File: config.mk
export PLATFORM = sky130hd
export DESIGN_NAME = stepper_ctrl_flat
export DESIGN_NICKNAME = d
export VERILOG_FILES = /design/src/rtl/stepper_ctrl_if.sv /design/src/rtl/stepper_ctrl.sv /design/src/flat_wrapper.sv
export SDC_FILE = /design/constraint.sdc
export NUM_CORES = 1
export LEC_CHECK = 0
export BUFFER_PORTS_ARGS = -buffer_cell sky130_fd_sc_hd__buf_4
export CAP_MARGIN = 25
export CORE_ASPECT_RATIO = 0.8
export CORE_MARGIN = 2
export CORE_UTILIZATION = 40
export DETAILED_ROUTE_END_ITERATION = 10
export SETUP_SLACK_MARGIN = 0.5
export SKIP_CTS_REPAIR_TIMING = 1
export SYNTH_ARGS = -nofsm -noshare
export SYNTH_HDL_FRONTEND = slang
export SYNTH_SLANG_ARGS = --single-unit
File: constraint.sdc
create_clock -name i_clk -period 11.55 [get_ports i_clk]
set_input_delay 1.7325 -clock i_clk [delete_from_list [all_inputs] [get_ports i_clk]]
set_output_delay 1.7325 -clock i_clk [all_outputs]
set_load 0.005 [all_outputs]
File: src/rtl/stepper_ctrl_if.sv
// Command, jog and status bundle for the stepper controller.
// The master modport drives commands; the slave modport is the controller side.
interface stepper_ctrl_if #(
  parameter int P_POS_W = 16,
  parameter int P_DIV_W = 24
);
  logic [P_DIV_W-1:0] i_period;
  logic               i_half;
  logic               i_cmd_valid;
  logic [P_POS_W-1:0] i_cmd_target;
  logic               o_cmd_ready;
  logic               i_jog_fwd;
  logic               i_jog_rev;
  logic               i_stop;
  logic [3:0]         o_coil;
  logic [P_POS_W-1:0] o_pos;
  logic               o_busy;
  logic               o_done;
  logic               o_abort;
  logic               o_at_min;
  logic               o_at_max;

  modport master (
    output i_period, i_half, i_cmd_valid, i_cmd_target, i_jog_fwd, i_jog_rev, i_stop,
    input  o_cmd_ready, o_coil, o_pos, o_busy, o_done, o_abort, o_at_min, o_at_max
  );

  modport slave (
    input  i_period, i_half, i_cmd_valid, i_cmd_target, i_jog_fwd, i_jog_rev, i_stop,
    output o_cmd_ready, o_coil, o_pos, o_busy, o_done, o_abort, o_at_min, o_at_max
  );
endinterface

File: src/rtl/stepper_ctrl.sv
// Unipolar stepper controller: absolute moves and manual jog within [0, P_POS_MAX],
// half- or full-step coil sequencing, programmable step period.
module stepper_ctrl #(
  parameter int P_POS_W   = 16,
  parameter int P_POS_MAX = 400,
  parameter int P_DIV_W   = 24
) (
  input  logic         i_clk,
  input  logic         i_rst_n,
  stepper_ctrl_if.slave bus
);

  localparam logic [1:0] S_IDLE = 2'd0;
  localparam logic [1:0] S_MOVE = 2'd1;
  localparam logic [1:0] S_JOG  = 2'd2;

  localparam logic [P_POS_W-1:0] POS_MAX = P_POS_W'(P_POS_MAX);
  localparam logic [P_DIV_W-1:0] DIV_ONE = P_DIV_W'(1);

  logic [1:0]         state;
  logic [P_POS_W-1:0] pos;
  logic [P_POS_W-1:0] target;
  logic [P_DIV_W-1:0] div;
  logic               done;
  logic               abort;

  logic [P_DIV_W-1:0] period_eff;
  logic               tick;
  logic               jog_one;
  logic               move_fwd;
  logic               dir_fwd;
  logic [1:0]         inc;
  logic [1:0]         step;
  logic [P_POS_W-1:0] room;
  logic [P_POS_W-1:0] pos_next;
  logic [3:0]         coil;

  function automatic logic [P_POS_W-1:0] clamp_target(input logic [P_POS_W-1:0] t);
    return (t > POS_MAX) ? POS_MAX : t;
  endfunction

  // Shrinks an increment so it lands exactly on the limit/target instead of crossing it.
  function automatic logic [1:0] limit_step(input logic [1:0] want,
                                            input logic [P_POS_W-1:0] avail);
    return (avail < P_POS_W'(want)) ? avail[1:0] : want;
  endfunction

  always_comb begin
    period_eff = (bus.i_period == '0) ? DIV_ONE : bus.i_period;
    // >= rather than == so a period shortened mid-move still ticks promptly
    tick       = (div >= period_eff - DIV_ONE);
    jog_one    = bus.i_jog_fwd ^ bus.i_jog_rev;
    move_fwd   = (target > pos);
    dir_fwd    = (state == S_MOVE) ? move_fwd : bus.i_jog_fwd;
    inc        = (bus.i_half || pos[0]) ? 2'd1 : 2'd2;
    if (state == S_MOVE)
      room = move_fwd ? (target - pos) : (pos - target);
    else
      room = bus.i_jog_fwd ? (POS_MAX - pos) : pos;
    step     = limit_step(inc, room);
    pos_next = dir_fwd ? (pos + P_POS_W'(step)) : (pos - P_POS_W'(step));
  end

  always_comb begin
    coil = 4'b1100;
    case (pos[2:0])
      3'd0: coil = 4'b1100;
      3'd1: coil = 4'b0100;
      3'd2: coil = 4'b0110;
      3'd3: coil = 4'b0010;
      3'd4: coil = 4'b0011;
      3'd5: coil = 4'b0001;
      3'd6: coil = 4'b1001;
      3'd7: coil = 4'b1000;
      default: coil = 4'b1100;
    endcase
  end

  always_ff @(posedge i_clk or negedge i_rst_n) begin
    if (!i_rst_n) begin
      state  <= S_IDLE;
      pos    <= '0;
      target <= '0;
      div    <= '0;
      done   <= 1'b0;
      abort  <= 1'b0;
    end else begin
      done  <= 1'b0;
      abort <= 1'b0;
      case (state)
        S_IDLE: begin
          if (bus.i_cmd_valid) begin
            target <= clamp_target(bus.i_cmd_target);
            div    <= '0;
            state  <= S_MOVE;
          end else if (jog_one) begin
            div   <= '0;
            state <= S_JOG;
          end
        end
        S_MOVE: begin
          if (bus.i_stop) begin
            abort <= 1'b1;
            state <= S_IDLE;
          end else if (pos == target) begin
            done  <= 1'b1;
            state <= S_IDLE;
          end else begin
            div <= tick ? '0 : (div + DIV_ONE);
            if (tick) pos <= pos_next;
          end
        end
        S_JOG: begin
          if (bus.i_stop || !jog_one) begin
            state <= S_IDLE;
          end else begin
            div <= tick ? '0 : (div + DIV_ONE);
            if (tick) pos <= pos_next;
          end
        end
        default: state <= S_IDLE;
      endcase
    end
  end

  assign bus.o_cmd_ready = (state == S_IDLE);
  assign bus.o_busy      = (state != S_IDLE);
  assign bus.o_coil      = coil;
  assign bus.o_pos       = pos;
  assign bus.o_done      = done;
  assign bus.o_abort     = abort;
  assign bus.o_at_min    = (pos == '0);
  assign bus.o_at_max    = (pos == POS_MAX);

endmodule
File: src/flat_wrapper.sv
// flat-port wrapper written by rule: the top's interface ports become plain ports
module stepper_ctrl_flat 
#(
  parameter int P_POS_W   = 16,
  parameter int P_POS_MAX = 400,
  parameter int P_DIV_W   = 24
)
  (i_clk, i_rst_n, bus_i_period, bus_i_half, bus_i_cmd_valid, bus_i_cmd_target, bus_i_jog_fwd, bus_i_jog_rev, bus_i_stop, bus_o_cmd_ready, bus_o_coil, bus_o_pos, bus_o_busy, bus_o_done, bus_o_abort, bus_o_at_min, bus_o_at_max);
  stepper_ctrl_if #(.P_POS_W(P_POS_W), .P_DIV_W(P_DIV_W)) bus_i ();
  input  logic i_clk;
  input  logic i_rst_n;
  input wire logic [$bits(bus_i.i_period)-1:0] bus_i_period;
  input wire logic [$bits(bus_i.i_half)-1:0] bus_i_half;
  input wire logic [$bits(bus_i.i_cmd_valid)-1:0] bus_i_cmd_valid;
  input wire logic [$bits(bus_i.i_cmd_target)-1:0] bus_i_cmd_target;
  input wire logic [$bits(bus_i.i_jog_fwd)-1:0] bus_i_jog_fwd;
  input wire logic [$bits(bus_i.i_jog_rev)-1:0] bus_i_jog_rev;
  input wire logic [$bits(bus_i.i_stop)-1:0] bus_i_stop;
  output wire logic [$bits(bus_i.o_cmd_ready)-1:0] bus_o_cmd_ready;
  output wire logic [$bits(bus_i.o_coil)-1:0] bus_o_coil;
  output wire logic [$bits(bus_i.o_pos)-1:0] bus_o_pos;
  output wire logic [$bits(bus_i.o_busy)-1:0] bus_o_busy;
  output wire logic [$bits(bus_i.o_done)-1:0] bus_o_done;
  output wire logic [$bits(bus_i.o_abort)-1:0] bus_o_abort;
  output wire logic [$bits(bus_i.o_at_min)-1:0] bus_o_at_min;
  output wire logic [$bits(bus_i.o_at_max)-1:0] bus_o_at_max;
  assign bus_i.i_period = bus_i_period;
  assign bus_i.i_half = bus_i_half;
  assign bus_i.i_cmd_valid = bus_i_cmd_valid;
  assign bus_i.i_cmd_target = bus_i_cmd_target;
  assign bus_i.i_jog_fwd = bus_i_jog_fwd;
  assign bus_i.i_jog_rev = bus_i_jog_rev;
  assign bus_i.i_stop = bus_i_stop;
  assign bus_o_cmd_ready = bus_i.o_cmd_ready;
  assign bus_o_coil = bus_i.o_coil;
  assign bus_o_pos = bus_i.o_pos;
  assign bus_o_busy = bus_i.o_busy;
  assign bus_o_done = bus_i.o_done;
  assign bus_o_abort = bus_i.o_abort;
  assign bus_o_at_min = bus_i.o_at_min;
  assign bus_o_at_max = bus_i.o_at_max;
  stepper_ctrl #(.P_POS_W(P_POS_W), .P_POS_MAX(P_POS_MAX), .P_DIV_W(P_DIV_W)) u_core (.i_clk(i_clk), .i_rst_n(i_rst_n), .bus(bus_i));
endmodule
* Yosys cells after proc, flatten, opt, wreduce, memory -nomap -nowiden *
Memories as Yosys holds them, arrays and structs flattened.
Cells that the tools add are included.

storage, ports and cells
  bits in registers = 60
  ROM bits = 32
  input port bits = 47
  word-level logic and storage cells = 74
  memories kept = 1

memory list
  memory           words  width  read ports  clocked after memory_dff  write ports  RTL line            text
  (no name shown)  8      4      1           0                         0            stepper_ctrl.sv:66  case (pos[2:0])

cells by class
  add/sub/neg operators = 7
  $lt $le $gt $ge = 4
  equality and inequality tests = 10
  multiplexer cells = 32
  bitwise operators = 1
  reductions and logical operators = 13

operators by type and width
  kind                     count
  $mux W24                 7
  $mux W16                 9
  $pmux W24 S3             1
  $pmux W16 S2             1
  $sub A16 B16 Y16         2
  $add A24 B1 Y24 const B  1
  $ge A24 B24 Y1           1
  $logic_not A24 Y1        1
  $sub A24 B1 Y24 const B  1
  $add A16 B2 Y16          1
  $eq A16 B16 Y1           1
  $eq A16 B9 Y1 const B    1
  $gt A16 B16 Y1           1
  $gt A16 B9 Y1 const B    1
  $logic_not A16 Y1        1
  $lt A16 B2 Y1            1
  $sub A16 B2 Y16          1
  $sub A9 B16 Y16 const A  1
  $mux W2                  7
  $mux W1                  6
  $ne A2 B2 Y1 const B     3
  $pmux W2 S3              1
  $reduce_and A5 Y1        1
  $reduce_and A4 Y1        1
  13 further kinds         15

* Depth between registers and ports, before layout *
Gate-level depths: netlist of run 1.

  depth after elaboration = 11
  depth in mapped cells = 32
  depth with buffers taken out = 32

* Worst setup path before layout of run 1 *
OpenSTA, ideal clock, no wires.

  kind = input -> register
  start point = input bus_i_period[5]
  end point = register u_core.div[11]
  data arrival time = 6.088 ns
  slack = 5.382 ns
  stages on the path = 23
  buffers on the path = 2
  path through = or4_1 -> nor4_1 -> nand2b_1 -> nor4_1 -> a31oi_1 -> ha_1 -> nand2_1 -> nor2_1 -> xnor2_1 -> ha_1 -> a21o_1 -> a21o_1 -> a21o_1 -> a21o_1 -> a21oi_1 -> o21ai_0 -> o21bai_1 -> a41o_1 -> a211oi_2 -> buf_4 -> buf_4 -> nand4_1 -> mux2i_1

between the ends
  cells in the longest elaborated chain, start to end = 8

ends and longest elaborated chain
  what                    RTL line                                  text
  start: declaration      flat_wrapper.sv:12                        input wire logic [$bits(bus_i.i_period)-1:0] bus_i_period;
  $logic_not A24 Y1       stepper_ctrl.sv:49                        period_eff = (bus.i_period == '0) ? DIV_ONE : bus.i_period;
  $mux W24 *              stepper_ctrl.sv:49
  $sub A24 B1 Y24 *       stepper_ctrl.sv:51                        tick = (div >= period_eff - DIV_ONE);
  $ge A24 B24 Y1 *        stepper_ctrl.sv:51
  $mux W24 *              stepper_ctrl.sv:109, stepper_ctrl.sv:117
  $mux W24                stepper_ctrl.sv:105                       end else if (pos == target) begin
  $mux W24                stepper_ctrl.sv:102                       if (bus.i_stop) begin
  $pmux W24 S3 *          stepper_ctrl.sv:90                        case (state)
  end signal: assignment  stepper_ctrl.sv:109                       div <= tick ? '0 : (div + DIV_ONE);
  end signal: assignment  stepper_ctrl.sv:117                       div <= tick ? '0 : (div + DIV_ONE);
  end: declaration        stepper_ctrl.sv:23                        logic [P_DIV_W-1:0] div;

Every way passes the cells marked *; elsewhere a longest branch is shown, timed or not. The select of a mux whose other input is x is not followed.
A chain may end at the register's enable or synchronous reset.

* Worst setup path in the final report of run 1 *
  start point = register u_core.pos[2] (netlist: u_core.bus.o_pos[2])
  end point = register u_core.pos[13] (netlist: u_core.bus.o_pos[13])

between the ends
  cells in the longest elaborated chain, start to end = 11

ends and longest elaborated chain
  what                                                RTL line                                  text
  start: declaration                                  stepper_ctrl.sv:21                        logic [P_POS_W-1:0] pos;
  start signal: assignment                            stepper_ctrl.sv:110                       if (tick) pos <= pos_next;
  start signal: assignment                            stepper_ctrl.sv:118                       if (tick) pos <= pos_next;
  $sub A9 B16 Y16 (tied with other cells)             stepper_ctrl.sv:59                        room = bus.i_jog_fwd ? (POS_MAX - pos) : pos;
  $mux W16, on equally long branches                  stepper_ctrl.sv:59, stepper_ctrl.sv:57
  $mux W16                                            stepper_ctrl.sv:56                        if (state == S_MOVE)
  $lt A16 B2 Y1                                       stepper_ctrl.sv:45                        return (avail < P_POS_W'(want)) ? avail[1:0] : want;
  $mux W2                                             stepper_ctrl.sv:45
  $sub A16 B2 Y16 or $add A16 B2 Y16 (tied branches)  stepper_ctrl.sv:61                        pos_next = dir_fwd ? (pos + P_POS_W'(step)) : (pos - P_POS_W'(step));
  $mux W16                                            stepper_ctrl.sv:61
  $mux W16                                            stepper_ctrl.sv:110, stepper_ctrl.sv:118
  $mux W16                                            stepper_ctrl.sv:105
  $mux W16                                            stepper_ctrl.sv:102
  $pmux W16 S2                                        stepper_ctrl.sv:90

Parallel ways exist; a longest one is shown, timed or not. The select of a mux whose other input is x is not followed.

==> impl_metrics.toml, run 1 <==
[global_routing]
grt_max_degree = 61
grt_usage_pct = 22.30
antenna_found_initial = 0
grt_pass1_vias = 5434
grt_overflow = 0
grt_pass1_wl_mm = 29.14

[timing]
slew_violations = 0
fin_tns_setup_ps = 0
worst_pin_slew_ps = 936.4
hold_slack_ps = 517.5
period_minus_slack_ps = 7266
hold_violations = 0
fmax_ghz = 0.1376
rsz0062_at_grt = "false"
period_share_pct = 62.91
setup_viol = 0
finalClockSkew_ps = 6.247
relSlewSlack_pct = 37.45

[die]
die_w_um = 144.5
rows = 41
dieArea_mm2 = 0.01682
start_util_pct = 40.50
io_pins = 73
core_area_mm2 = 0.01560
die-height_um = 116.4

[synthesis]
synth_top_area_cell = "dfrtp_1"
synth_edf_count = 0
synth_compound_area_share_pct = 21.79
synth_flop_cell = "dfrtp_1"
yosys.area_share.adder_pct = 14.03
ys_warn_count = 0
synth_area_per_cell_um2 = 7.905
synth_cell_types = 66
synthArstFlopShare_pct = 100.0
synth_top_family_by_area = "simple AND/OR/NAND/NOR gates"
synthTopCellsByCount = "a21oi_1, nor2_1, ha_1, nand2_1, dfrtp_1"
synth-xor-area-share_pct = 7.072
synth.top_cell.area_share_pct = 23.77
syn_inst = 799
syn_nets = 915
ys_seq_elements = 60
synthMuxAreaShare_pct = 3.803
yosysSeqAreaShare_pct = 23.77
synth.area.top_cells = "dfrtp_1, ha_1, a21oi_1, xnor2_1, nor2_1"
yosys.area_share.simple_pct = 24.21
synth_area_mm2 = 0.006316

[pwr]
p_leak_nw = 3.302
p_switching_mw = 0.2971
seq_power_share_pct = 28.6
ir_drop_mv = 0.08387
intPower_mw = 0.5275
p_per_area_mw_per_mm2 = 112.6
p_clk_share_pct = 35.8
combPwrFrac_pct = 35.6
power_mw = 0.8247
switching_share_pct = 36.03

[drt]
first_iter_violations = 602
drcViolationCount = 0
wire_per_inst_um = 16.93
vias_per_cell = 5.644
via_count = 6050
drtAntennaViolNets = 0
routed_wl_mm = 18.15
dr.pass1.iters = 5

[placement]
gp_congestion = 0.8942
portBuffers = 72
dpl.hpwl_mm = 14.22

[clock_network]
numCtsBuffers = 9
htree_levels = 3
ctsRootBufferMaster = "clkbuf_16"
cts_tree = "yes"
cts_sinks = 60
clk_pin_slew_worst_paths_ps = 60
cts_buffer_depth = 2
clk_latency_ps = 340

[critical_path]
worstSetupEndpointType = "flip-flop"
cp.required_ps = 11770
crit_path_top_delay_cell = "dfrtp_1"
critPathTopFamily = "compound AO/OA/AOI/OAI gates"
crit_fanout = 17
critPathKind = "reg -> reg"
crit_path_max_incr_delay_ps = 670
crit_buf_inv = 2
arrival_ps = 7480
startpoint_type = "flip-flop"

[final_layout]
drive_gt1_share_pct = 12.95
nets = 968
diodes = 0
area_growth_pct = 16.01

[min_path]
hold_class = "reg -> reg"

[run_status]
outcome = "completed"

[flow_run]
drv_cap = 0
## per-layer routing
| metal | GRT usage (%) | up-vias | part of all wire (%) |
|---|---|---|---|
| met5 | 0 | - | 0 |
| met4 | 5.825 | 0 | 1.3 |
| met3 | 3.608 | 17 | 5.2 |
| met2 | 29.54 | 160 | 40 |
| met1 | 36.48 | 2862 | 54 |
| li1 | - | 3011 | - |
## cells in the final DEF, fill, tap and decap left out, types with 4 or more instances in the layout
cell / n
xor2_1: 12
nor3_1: 29
nor2b_1: 8
nand2b_1: 20
o21a_1: 6
ha_1: 66
clkbuf_16: 9
a21o_1: 14
o21ai_0: 47
buf_4: 73
or4_1: 5
and3_1: 18
nor4_1: 17
a22o_1: 4
a211oi_1: 4
nand3_1: 25
inv_1: 49
nand2_1: 61
a41oi_1: 4
a21oi_1: 69
mux2_2: 8
mux2i_1: 15
nor2_1: 69
a31oi_1: 25
xnor2_1: 39
or3_1: 4
nand4_1: 21
and2_1: 6
dfrtp_1: 60
## power groups by stage
| stage | clock (mW) | sequential (mW) | combinational (mW) |
|---|---|---|---|
| 4_1_cts | 0.302 | 0.235 | 0.294 |
| 3_5_place_dp | 0 | 0.239 | 0.292 |
| 5_1_grt | 0.309 | 0.237 | 0.330 |
| 2_1_floorplan | 0 | 0.234 | 0.204 |
| 3_3_place_gp | 0 | 0.239 | 0.283 |
| 6_report | 0.295 | 0.235 | 0.294 |
## area by class of cell
class	instances	area, um^2
tap	215	269.0
fill	1588	8268
multi-input combinational	657	4491
clock inverter	4	72.57
sequential	60	1501
inverter	50	187.7
clock buffer	12	246.5
timing repair buffer	74	559.3
## final timing paths
| check | from | to | slack [ps] | depth (start not counted) |
|---|---|---|---|---|
| worst min register to register | u_core.target[15]$_DFFE_PN0P_ | u_core.target[15]$_DFFE_PN0P_ | 520 | 1 |
| worst max-delay path | u_core.bus.o_pos[2]$_DFFE_PN0P_ | u_core.bus.o_pos[13]$_DFFE_PN0P_ | 4280 | 30 |
| worst min-delay path | u_core.target[15]$_DFFE_PN0P_ | u_core.target[15]$_DFFE_PN0P_ | 520 | 1 |
| worst max register to register | u_core.bus.o_pos[2]$_DFFE_PN0P_ | u_core.bus.o_pos[13]$_DFFE_PN0P_ | 4280 | 30 |
| max in group asynchronous | i_rst_n | u_core.div[20]$_DFFE_PN0P_ | 9540 | 1 |
| min in group asynchronous | i_rst_n | u_core.bus.o_pos[2]$_DFFE_PN0P_ | 1470 | 1 |
## cell families after synthesis
kind of cell | after synthesis
simple gates | 296
flops | 60
xor+xnor | 51
fa+ha+maj | 69
compound gates | 218
mux | 23
buf+inv | 82
## registers in the layout, indices dropped and copies added (netlist names)
name	count
u_core.state	2
u_core.target	16
u_core.bus.o_pos	16
u_core.div	24
u_core.bus.o_abort	1
u_core.bus.o_done	1
## metrics by stage
stage | setup slack (ps) | instances | utilization, % | area (um^2)
4_1_cts | 4337 | 1072 | 46.98 | 7327
3_3_place_gp | 4515 | 1055 | 44.87 | 6997
3_5_place_dp | 4342 | 1056 | 44.94 | 7008
6_report | 4284 | 1072 | 46.98 | 7327
2_1_floorplan | 5382 | 799 | - | 6316
5_1_grt | 3646 | 1072 | 46.98 | 7327
## worst reg2reg max path, delay by kind of cell (launching register included)
kind	cells	cell delay, ps
adders and majority gates	4	1450
buffers and inverters	2	290
and+or+nand+nor	8	1140
muxes	4	930
xor gates and xnor gates	1	160
DFF	1	670
AOI/OAI and AO/OA	11	2500
Note: power is estimated with default switching activity, not from simulation.
==> run 2: changes to the inputs <==
--- a/config.mk
+++ b/config.mk
@@ -5,6 +5,7 @@
 export SDC_FILE = /design/constraint.sdc
 export NUM_CORES = 1
 export LEC_CHECK = 0
+export ABC_AREA = 1
 export BUFFER_PORTS_ARGS = -buffer_cell sky130_fd_sc_hd__buf_4
 export CAP_MARGIN = 25
 export CORE_ASPECT_RATIO = 0.8
==> constraint.sdc (replaced) <==
create_clock -name i_clk -period 6.1 [get_ports i_clk]
set_input_delay 0.915 -clock i_clk [delete_from_list [all_inputs] [get_ports i_clk]]
set_output_delay 0.915 -clock i_clk [all_outputs]
set_load 0.005 [all_outputs]
==> run 2 against run 1 <==
Compared with the run above: die area is 22% higher; maximum frequency is 40% higher; first-iteration DRC count is 23% higher; final cell count is 46% higher; clock skew is 1.7 ps higher; critical path type unchanged; largest cell class unchanged; largest power group is now combinational logic.
==> impl_metrics.toml, run 2 <==
[critical_path]
crit_buf_inv = 8
critPathTopFamily = "simple AND/OR/NAND/NOR gates"
reg2reg_to = "u_core.bus.o_pos[9]$_DFFE_PN0P_"
reg2reg_slack_ps = 910
crit_top_cell = "nand2_1"
startpoint_type = "flip-flop"
crit_path_top_delay_cell = "ha_2"
arrival_ps = 5390
crit_fanout = 19
critPathKind = "reg -> reg"
worstSetupEndpointType = "flip-flop"
reg2regPathDepth = 33
r2r_start = "u_core.bus.o_pos[11]$_DFFE_PN0P_"
cp.required_ps = 6300
crit_path_max_incr_delay_ps = 380

[timing]
fin_tns_setup_ps = 0
setup_viol = 0
period_share_pct = 85.09
worst_pin_slew_ps = 978.6
relSlewSlack_pct = 34.60
slew_violations = 0
fmax_ghz = 0.1927
period_minus_slack_ps = 5190
finalClockSkew_ps = 7.982
hold_violations = 0
rsz0062_at_grt = "false"

[synthesis]
synth.area.top_cells = "dfrtp_1, nand2_1, ha_1, inv_1, nand3_1"
synth_cell_types = 49
syn_nets = 1353
yosysSeqAreaShare_pct = 19.34
synth.top_cell.area_share_pct = 19.34
post-synth-top-count-cell = "nand2_1"
synth_edf_count = 0
synth_top_area_cell = "dfrtp_1"
synth_flop_cell = "dfrtp_1"
ys_warn_count = 0
synth_area_mm2 = 0.007762
synthArstFlopShare_pct = 100.0
syn_inst = 1237
synth_area_per_cell_um2 = 6.275
ys_seq_elements = 60
synthTopCellsByCount = "nand2_1, inv_1, nor2_1, nand3_1, ha_1"

[global_routing]
grt_overflow = 0
grt_max_degree = 61
grt_pass1_wl_mm = 38.08
antenna_found_initial = 0
grt_usage_pct = 23.16
grt_pass1_vias = 7256

[placement]
dpl.hpwl_mm = 18.88
numPlacedInstances = 1546
postPlaceCellArea_mm2 = 0.008538
gp_congestion = 0.9325
portBuffers = 72

[die]
io_pins = 73
start_util_pct = 40.91
rows = 45
die-height_um = 128.6
core_area_mm2 = 0.01897
dieArea_mm2 = 0.02054
die_w_um = 159.8

[min_path]
hold_start = "u_core.target[15]$_DFFE_PN0P_"
holdPathEnd = "u_core.target[15]$_DFFE_PN0P_"
hold_class = "reg -> reg"
whs_path_depth = 2

[run_status]
outcome = "completed"

[clock_network]
numCtsBuffers = 9
ctsRootBufferMaster = "clkbuf_16"
cts_tree = "yes"
clk_pin_slew_worst_paths_ps = 60
clk_latency_ps = 330
htree_levels = 3
cts_sinks = 60
cts_buffer_depth = 2

[final_layout]
area_growth_pct = 14.67
fin_area_mm2 = 0.008901
largest-register = "u_core.div"
layout_commonest_cell = "nand2_1"
nets = 1419
diodes = 0
layout_common_cells = "nand2_1, inv_1, nor2_1"
drive_gt1_share_pct = 14.31
layoutNonFillerInstCount = 1565
largest_register_ffs = 24

[drt]
wire_per_inst_um = 15.18
drcViolationCount = 0
routed_wl_mm = 23.76
drtAntennaViolNets = 0
first_iter_violations = 742
vias_per_cell = 5.176
dr.pass1.iters = 6
via_count = 8100

[flow_run]
drv_cap = 0

[pwr]
p_per_area_mw_per_mm2 = 398.0
ir_drop_mv = 0.2135
p_leak_nw = 4.520
==> run 2: cell types whose count changed in the layout (fill, tap and decap cells not counted), sizes merged, moves of 21 or more <==
cell,before,now
nand4,23,44
inv,50,168
xor2,12,51
nor2,69,121
a31oi,25,3
nand3,25,99
xnor2,39,15
nand2,62,381
==> run 2: worst max-delay path by stage <==
stage / start / to / slack (ps) / depth (start not counted)
after floorplan: u_core.bus.o_pos[11]$_DFFE_PN0P_ / u_core.bus.o_pos[15]$_DFFE_PN0P_ / 1070 / 36
after detailed placement: u_core.bus.o_pos[2]$_DFFE_PN0P_ / u_core.bus.o_pos[10]$_DFFE_PN0P_ / 570 / 29
after global placement: u_core.bus.o_pos[2]$_DFFE_PN0P_ / u_core.bus.o_pos[14]$_DFFE_PN0P_ / 730 / 29
final: u_core.bus.o_pos[11]$_DFFE_PN0P_ / u_core.bus.o_pos[9]$_DFFE_PN0P_ / 910 / 33
after global routing: u_core.bus.o_pos[11]$_DFFE_PN0P_ / u_core.bus.o_pos[10]$_DFFE_PN0P_ / 490 / 35
after CTS: u_core.bus.o_pos[2]$_DFFE_PN0P_ / u_core.bus.o_pos[10]$_DFFE_PN0P_ / 530 / 29
==> run 2: power breakdown <==
part / switching, mW / internal [mW]
registers: 0.0634 / 0.458
logic: 1.68 / 0.850
clock network: 0.200 / 0.294
total: 1.94 / 1.60
==> run 2: cell families after synthesis <==
logic type | count (synthesis) | share of synthesized area, %
buf+inv | 209 | 11.15
xor+xnor | 66 | 7.447
simple gates | 687 | 40.15
flops | 60 | 19.34
fa+ha+maj | 69 | 11.41
compound gates | 146 | 10.49
==> run 2: cell type report <==
cell class,count,area (um^2)
fillers,2025,10070
multi-input cells,969,5446
flip-flops and latches,60,1509
repair buffers,93,698.2
inverters,170,646.9
well taps,258,322.8
clock buffers,11,252.7
clock inverters,4,25.02
==> run 2: per-layer routing <==
metal | part of all wire, % | global-route usage, % | up-vias
met5 | 0 | 0 | -
met4 | 0.91 | 4.278 | 0
met3 | 7.8 | 3.514 | 21
met2 | 38 | 32.06 | 294
met1 | 53 | 37.27 | 3639
li1 | - | - | 4146
==> run 2: through the flow <==
| stage | utilization, % | hold WS (ps) | setup slack [ps] | power, mW |
|---|---|---|---|---|
| CTS | 46.46 | 501.9 | 533.2 | 3.462 |
| global route | 46.91 | 523.0 | 488.3 | 3.875 |
| global placement | 45.00 | 489.0 | 725.6 | 2.961 |
| finish | 46.91 | 503.7 | 909.8 | 3.543 |
| detailed placement | 45.00 | 492.3 | 565.8 | 2.954 |
| floorplan | - | 476.2 | 1072 | 2.288 |
==> run 2: worst min-delay path, cell delays in order (launching register included) <==
cell and delay (ps):
dfrtp_1 380, inv_1 50, nor2_1 40
==> run 3: changes to the inputs <==
--- a/config.mk
+++ b/config.mk
@@ -12,6 +12,7 @@
 export CORE_MARGIN = 2
 export CORE_UTILIZATION = 40
 export DETAILED_ROUTE_END_ITERATION = 10
+export REMOVE_ABC_BUFFERS = 1
 export SETUP_SLACK_MARGIN = 0.5
 export SKIP_CTS_REPAIR_TIMING = 1
 export SYNTH_ARGS = -nofsm -noshare
==> run 3 against run 2 <==
Compared with the run above: register-to-register slack got worse by 60 ps; critical endpoint is now u_core.bus.o_pos[11]$_DFFE_PN0P_; largest cell class unchanged; setup slack got worse by 61 ps; clock-buffer cell count shrank 1; utilization rose by 0.57 points.
==> impl_metrics.toml, run 3 (same netlist as run 2, synthesis figures left out) <==
[run_status]
outcome = "completed"

[clock_network]
clk_latency_ps = 340
htree_levels = 3
ctsRootBufferMaster = "clkbuf_16"
cts_sinks = 60
numCtsBuffers = 9
cts_tree = "yes"
clk_pin_slew_worst_paths_ps = 60
cts_buffer_depth = 2

[critical_path]
crit_path_top_delay_cell = "ha_1"
cp.required_ps = 6320
crit_path_max_incr_delay_ps = 500
arrival_ps = 5470
crit_fanout = 19
startpoint_type = "flip-flop"
worstSetupEndpointType = "flip-flop"
critPathKind = "reg -> reg"

[min_path]
hold_class = "reg -> reg"

[final_layout]
layoutNonFillerInstCount = 1574
layout_commonest_cell = "nand2_1"
largest-register = "u_core.div"
layout_common_cells = "nand2_1, inv_1, nor2_1"
largest_register_ffs = 24
nets = 1427
drive_gt1_share_pct = 15.35
diodes = 0
post-route-util_pct = 47.48
area_growth_pct = 16.07

[placement]
dpl.hpwl_mm = 19.26
gp_congestion = 0.9283
numPlacedInstances = 1546
portBuffers = 72

[drt]
drcViolationCount = 0
vias_per_cell = 5.122
routed_wl_mm = 23.88
dr.pass1.iters = 5
wire_per_inst_um = 15.17
drtAntennaViolNets = 0
first_iter_violations = 602
via_count = 8062

[pwr]
seq_power_share_pct = 14.5
p_clk_share_pct = 15.6
switching_share_pct = 53.15
p_switching_mw = 1.933
intPower_mw = 1.704
p_leak_nw = 4.567
power_mw = 3.637
p_per_area_mw_per_mm2 = 403.7
ir_drop_mv = 0.2401
combPwrFrac_pct = 69.9

[timing]
hold_violations = 0
finalClockSkew_ps = 6.541
worst_pin_slew_ps = 925.6
fin_tns_setup_ps = 0
rsz0062_at_grt = "false"
relSlewSlack_pct = 38.14
fmax_ghz = 0.1904
period_share_pct = 86.09
setup_viol = 0
period_minus_slack_ps = 5251
slew_violations = 0

[die]
core_area_mm2 = 0.01897
io_pins = 73
die-height_um = 128.6
start_util_pct = 40.91
die_w_um = 159.8
dieArea_mm2 = 0.02054
rows = 45

[global_routing]
antenna_found_initial = 0
grt_overflow = 0
grt_max_degree = 61
grt_pass1_wl_mm = 38.87
grt_pass1_vias = 7344
grt_usage_pct = 23.67

[flow_run]
drv_cap = 0
-- run 3: cell count changes in the layout (fill, tap and decap cells not counted), moves of 2 or more --
cell / before / now
inv_1: 161 / 157
dfrtp_2: 6 / 8
buf_4: 93 / 101
inv_2: 7 / 10
bufinv_16: 0 / 2
dfrtp_1: 54 / 52
-- run 3: final timing paths --
kind                                                  from                          endpoint  slack, ps  depth (start not counted)
max                        u_core.bus.o_pos[4]$_DFFE_PN0P_  u_core.bus.o_pos[11]$_DFFE_PN0P_        850                         31
min                          u_core.target[15]$_DFFE_PN0P_     u_core.target[15]$_DFFE_PN0P_        500                          2
max reg2reg                u_core.bus.o_pos[4]$_DFFE_PN0P_  u_core.bus.o_pos[11]$_DFFE_PN0P_        850                         31
min reg2reg                  u_core.target[15]$_DFFE_PN0P_     u_core.target[15]$_DFFE_PN0P_        500                          2
max in group asynchronous                          i_rst_n  u_core.bus.o_pos[12]$_DFFE_PN0P_       4840                          1
min in group asynchronous                          i_rst_n   u_core.bus.o_pos[5]$_DFFE_PN0P_        640                          1
-- run 3: final cells by class --
class	instances	area [um^2]
flip-flops and latches	60	1511
fillers	2026	9965
clock inverters	6	87.58
well taps	258	322.8
inverters	170	649.4
repair buffers	101	758.2
multi-input cells	969	5441
clock buffers	10	239.0
-- run 3: power groups by stage --
stage          clock network (mW)  logic [mW]  registers (mW)
3_3_place_gp                    0        2.43           0.548
4_1_cts                     0.578        2.43           0.542
5_1_grt                     0.594        2.86           0.538
3_5_place_dp                    0        2.42           0.548
6_report                    0.566        2.54           0.528
2_1_floorplan                   0        1.66           0.551
-- run 3: metal layers --
layer	vias up	wire length, um	part of all wire (%)	global-route usage, %
li1	4161	-	-	-
met1	3667	12610	53	37.19
met2	224	9317	39	32.75
met3	10	1781	7.5	4.932
met4	0	180	0.75	4.599
met5	-	0	0	0
-- run 3: worst max-delay path, delay by kind of cell, from the launching register on --
kind | cells | cell delay (ps)
adder cells (fa/ha/maj) | 3 | 950
flip-flops | 1 | 340
AND/OR/NAND/NOR | 22 | 2770
AO/OA/AOI/OAI | 2 | 370
buffers and inverters | 4 | 690
-- run 3: per-stage QoR --
stage	hold WS, ps	cell area [um^2]	worst slack, ps
after global routing	529.4	9010	487.3
after detailed placement	495.4	8538	341.2
after floorplan	476.2	7540	1071
after global placement	492.8	8538	344.0
final	503.0	9010	848.7
after CTS	503.5	8865	308.1
